==> src/rtl/axis_sync_packet_fifo.sv <==
// Single-clock AXI4-Stream FIFO carrying {tlast, tkeep, tdata}, with occupancy
// reporting and an optional store-and-forward mode that holds frames until complete.
module axis_sync_packet_fifo #(
    parameter int DATA_WIDTH         = 32,
    parameter int DEPTH              = 16,
    parameter int PACKET_MODE        = 0,
    parameter int ALMOST_FULL_THRESH = DEPTH - 2
) (
    input  logic                        axis_clk,
    input  logic                        axis_rst,
    input  logic                        s_axis_tvalid,
    output logic                        s_axis_tready,
    input  logic [DATA_WIDTH-1:0]       s_axis_tdata,
    input  logic [DATA_WIDTH/8-1:0]     s_axis_tkeep,
    input  logic                        s_axis_tlast,
    output logic                        m_axis_tvalid,
    input  logic                        m_axis_tready,
    output logic [DATA_WIDTH-1:0]       m_axis_tdata,
    output logic [DATA_WIDTH/8-1:0]     m_axis_tkeep,
    output logic                        m_axis_tlast,
    output logic [$clog2(DEPTH):0]      fill_level,
    output logic [$clog2(DEPTH):0]      pkt_count,
    output logic                        almost_full
);

    localparam int AW = $clog2(DEPTH);
    localparam int KW = DATA_WIDTH / 8;
    localparam int EW = DATA_WIDTH + KW + 1;
    localparam logic [AW:0] PTR_ONE   = (AW + 1)'(1);
    localparam logic [AW:0] AF_THRESH = (AW + 1)'(ALMOST_FULL_THRESH);

    logic [EW-1:0] mem [DEPTH];
    logic [EW-1:0] head;
    logic [AW:0]   wr_ptr;
    logic [AW:0]   rd_ptr;
    logic [AW:0]   fill_q;
    logic [AW:0]   pkt_q;
    logic          cut_through;
    logic          full;
    logic          empty;
    logic          wr_en;
    logic          rd_en;
    logic          pkt_inc;
    logic          pkt_dec;

    // Handshake: a beat moves on an edge where valid && ready are both high.
    // tready depends only on registered state, so full blocks a same-cycle
    // write even when a read frees an entry on that edge.
    assign full  = (wr_ptr[AW-1:0] == rd_ptr[AW-1:0]) && (wr_ptr[AW] != rd_ptr[AW]);
    assign empty = (wr_ptr == rd_ptr);

    assign s_axis_tready = !full;
    assign wr_en         = s_axis_tvalid && !full;
    assign rd_en         = m_axis_tvalid && m_axis_tready;

    assign head          = mem[rd_ptr[AW-1:0]];
    assign m_axis_tlast  = head[EW-1];
    assign m_axis_tkeep  = head[DATA_WIDTH +: KW];
    assign m_axis_tdata  = head[DATA_WIDTH-1:0];

    // In packet mode the head is only offered once a whole frame is stored,
    // or when an oversize frame has filled the FIFO and must stream through.
    assign m_axis_tvalid = (PACKET_MODE != 0) ? (!empty && ((pkt_q != '0) || cut_through))
                                              : !empty;

    assign pkt_inc = wr_en && s_axis_tlast;
    assign pkt_dec = rd_en && m_axis_tlast;

    assign fill_level  = fill_q;
    assign pkt_count   = pkt_q;
    assign almost_full = (fill_q >= AF_THRESH);

    always_ff @(posedge axis_clk) begin
        if (wr_en) begin
            mem[wr_ptr[AW-1:0]] <= {s_axis_tlast, s_axis_tkeep, s_axis_tdata};
        end
    end

    always_ff @(posedge axis_clk or posedge axis_rst) begin
        if (axis_rst) begin
            wr_ptr <= '0;
            rd_ptr <= '0;
        end else begin
            if (wr_en) wr_ptr <= wr_ptr + PTR_ONE;
            if (rd_en) rd_ptr <= rd_ptr + PTR_ONE;
        end
    end

    always_ff @(posedge axis_clk or posedge axis_rst) begin
        if (axis_rst) begin
            fill_q <= '0;
        end else begin
            case ({wr_en, rd_en})
                2'b10:   fill_q <= fill_q + PTR_ONE;
                2'b01:   fill_q <= fill_q - PTR_ONE;
                default: fill_q <= fill_q;
            endcase
        end
    end

    always_ff @(posedge axis_clk or posedge axis_rst) begin
        if (axis_rst) begin
            pkt_q <= '0;
        end else begin
            case ({pkt_inc, pkt_dec})
                2'b10:   pkt_q <= pkt_q + PTR_ONE;
                2'b01:   pkt_q <= pkt_q - PTR_ONE;
                default: pkt_q <= pkt_q;
            endcase
        end
    end

    // A full FIFO holding no frame end can never complete a frame; release it.
    always_ff @(posedge axis_clk or posedge axis_rst) begin
        if (axis_rst) begin
            cut_through <= 1'b0;
        end else if (pkt_dec) begin
            cut_through <= 1'b0;
        end else if (full && (pkt_q == '0)) begin
            cut_through <= 1'b1;
        end
    end

endmodule

==> config.mk <==
export PLATFORM = sky130hd
export DESIGN_NAME = axis_sync_packet_fifo
export DESIGN_NICKNAME = d
export VERILOG_FILES = /design/src/rtl/axis_sync_packet_fifo.sv
export SDC_FILE = /design/constraint.sdc
export NUM_CORES = 1
export LEC_CHECK = 0
export BUFFER_PORTS_ARGS = -buffer_cell sky130_fd_sc_hd__buf_2
export CAP_MARGIN = 20
export CORE_MARGIN = 1.5
export CORE_UTILIZATION = 65
export CTS_CLUSTER_DIAMETER = 150
export DETAILED_ROUTE_END_ITERATION = 10
export PLACE_DENSITY = 0.84
export SLEW_MARGIN = 20
export SYNTH_ARGS = -nofsm -noshare
export SYNTH_HDL_FRONTEND = slang
export SYNTH_SLANG_ARGS = --single-unit
==> constraint.sdc <==
create_clock -name axis_clk -period 9.4 [get_ports axis_clk]
set_clock_uncertainty 0.05 [all_clocks]
set_input_delay 0.47 -clock axis_clk [delete_from_list [all_inputs] [get_ports axis_clk]]
set_output_delay 0.47 -clock axis_clk [all_outputs]
set_load 0.02 [all_outputs]
==> metrics.cfg <==
[logic_synthesis]
async_flop_share=0.03268
synth_area_mm2=0.02386
yosysSeqAreaShare=0.7659
synth.most_common_cell=edfxtp_1
syn_nets=1140
synth_top_cell_by_area=edfxtp_1
synth-edff-count=592
yosys_most_used_dff=edfxtp_1
ys_types=36
yosys-top-cells-count=edfxtp_1, mux4_2, a21oi_1, mux2i_1, and2_1
syn_area_per_cell_um2=22.01
synth_cells=1084
ys_seq_elements=612
synth_top_area_frac=0.7450
synth_area_leaders=edfxtp_1, mux4_2, dfrtp_1, mux2i_1, a211oi_1
yosysWarnings=0

[die]
coreArea_mm2=0.03583
io_pins=91
start_util=0.6660
die_width_um=194.6
fp-row-count=69
chipHeight_um=194.6
dieArea_mm2=0.03787

[placed_design]
port_buffers=90
placed_area_mm2=0.02475
gp_congestion=0.7406
dpl.hpwl_um=24590

[pwr]
vdd_drop_max_uv=205.4
power_leakage_nw=8.772
power_per_cell_area_mw_per_mm2=317.9
power_mw=8.478

[sta]
finalSetupTns_ns=0
hold_violations=0
max_freq_mhz=204.1
drv_slew=0
setup_violations=0
rsz0062_at_grt=false
period_needed_ns=4.899
worstMarginPinSlew_ns=1.100
fin_crit_sh=0.5211
relSlewSlack=0.2664

[setup_path]
reg2reg_slack_ns=4.57
crit_chain=buf_4 > buf_4 > mux4_2 > and2_1 > a211oi_1 > a21oi_1 > buf_2
end_kind=output pin
crit_arrival_ns=4.38
critPathKind=flip-flop to output pin
slowest_stage=buf_4
r2r-end=pkt_count[4]
critPathLaunchType=flip-flop
crit_required_ns=8.88
r2r_cells=12
r2r-start=rd_ptr[1]
path_max_fanout=50
path_common_cell=buf_4
worst_path_largest_cell_delay_ns=0.88

[clock_tree]
cts_buffers=57
ctsLongestPathBuffers=3
cts_tree=done
htreeDepth=2
post_cts_buffers=0
cts-root-buf=clkbuf_16
cts_resized=0
clk_pin_slew_worst_paths_ns=0.07
worstSkewPairLatency_ns=0.59
cts.sinks=612
cts_hold_buf=1

[drt]
vias=11760
finalWirelength_um=53470
avgViaCountPerCell=6.883
ant_nets=0
drc=0
dr.pass1.iters=5
wl_per_cell_um=31.31
drt_iter0_markers=1395

[job]
drv_cap=0

[finish]
final_cell_area_mm2=0.02667
fin_nets=1253
fill_cells=1873
final_layout_size_suffix_gt1_frac=0.2969
postLayoutCoreUtil=0.7443
synthToLayoutAreaGrowth_pct=11.76

[global_route]
grt_pass1_wl_um=79280
overflow=0
antenna_found_initial=2
grt_usage=0.2919
grt_max_degree=78
grt_pass1_vias=12390

[hold_path]
min_path_cells=3
hold_path.class=input pin to flip-flop
worstHoldStart=m_axis_tready
min_to=rd_ptr[4]

[outcome]
run_status=completed

==> through the flow <==
stage | instances | hold slack [ns] | setup slack, ns
6_report | 1708 | 0.1415 | 4.501
5_1_grt | 1705 | 0.1471 | 4.158
3_5_place_dp | 1598 | 0.4197 | 4.724
3_3_place_gp | 1598 | 0.4161 | 4.741
2_1_floorplan | 1084 | 0.3838 | 5.045
4_1_cts | 1704 | 0.1224 | 4.369
==> cells in the final DEF, fill, tap and decap left out, types with 4 or more instances in the layout <==
cell / Yosys / layout
diode_2: 0 / 4
ha_1: 13 / 13
a211oi_1: 36 / 36
buf_4: 8 / 23
xor2_1: 10 / 10
bufinv_16: 0 / 9
and2_1: 38 / 38
inv_1: 15 / 15
o21ai_0: 8 / 8
dfrtp_4: 0 / 4
dfrtp_1: 20 / 16
nand3_1: 5 / 5
nor2b_1: 5 / 5
clkinv_1: 0 / 9
clkbuf_16: 0 / 57
mux2i_1: 40 / 40
and3_2: 0 / 15
nand2_1: 9 / 9
clkinv_2: 0 / 6
clkbuf_1: 19 / 14
xnor2_1: 11 / 11
buf_2: 23 / 90
clkinvlp_4: 0 / 5
mux4_2: 147 / 147
edfxtp_1: 592 / 592
a21oi_1: 40 / 40
==> critical path, delay by kind of cell (launching register included) <==
kind	cells	cell delay [ns]
buf+inv	3	1.76
simple gates	1	0.19
compound gates	2	0.34
flops	1	0.73
mux	1	0.63
==> kinds of logic (layout without fill, tap and decap cells) <==
kind of cell             after synthesis  after routing  share of synthesized area
adder cells (fa/ha/maj)               15             15                   0.008494
buffers and inverters                 75            234                    0.01715
multiplexers                         188            188                     0.1560
other                                  0              4                          0
flip-flops                           612            612                     0.7659
AND/OR/NAND/NOR                       82             82                    0.02108
AO/OA/AOI/OAI                         91             91                    0.02365
XOR/XNOR                              21             21                   0.007707
==> area by class of cell <==
type,instances,area (µm²),share of cell area
Antenna cell,4,10.01,0.0003753
Clock buffer,72,1493,0.05597
Clock inverter,33,406.6,0.01525
Inverter,15,56.30,0.002111
Multi-Input combinational cell,397,5200,0.1950
Sequential cell,612,18290,0.6859
Tap cell,461,576.8,0.02163
Timing Repair Buffer,114,633.1,0.02374
==> worst max-delay path by stage <==
stage,to,slack (ns),cells after the start,from
after floorplan,mem[3][0],5.05,7,rd_ptr[1]
after global placement,pkt_count[4],4.74,12,rd_ptr[1]
after CTS,m_axis_tdata[22],4.37,7,rd_ptr[0]
after detailed placement,pkt_count[4],4.72,12,rd_ptr[1]
after global routing,m_axis_tdata[22],4.16,7,rd_ptr[0]
final,m_axis_tdata[22],4.50,7,rd_ptr[0]
==> power breakdown <==
group,internal (mW),switching [mW],leakage [nW]
Clock,1.37,0.995,0.909
Sequential,3.31,0.287,5.58
Combinational,1.09,1.42,2.28
==> registers in the layout (all words and copies together) (netlist names) <==
register,cells
rd_ptr,5
mem,592
fill_level,5
pkt_count,5
wr_ptr,5
==> layer usage <==
layer,track usage,part of all wire,vias to the layer above
met4,0.1192,0.035,2
li1,-,-,4730
met5,0,0.00024,-
met2,0.4857,0.51,758
met1,0.3854,0.36,6122
met3,0.05813,0.098,144
No activity file was read; power rests on OpenSTA's default activity.
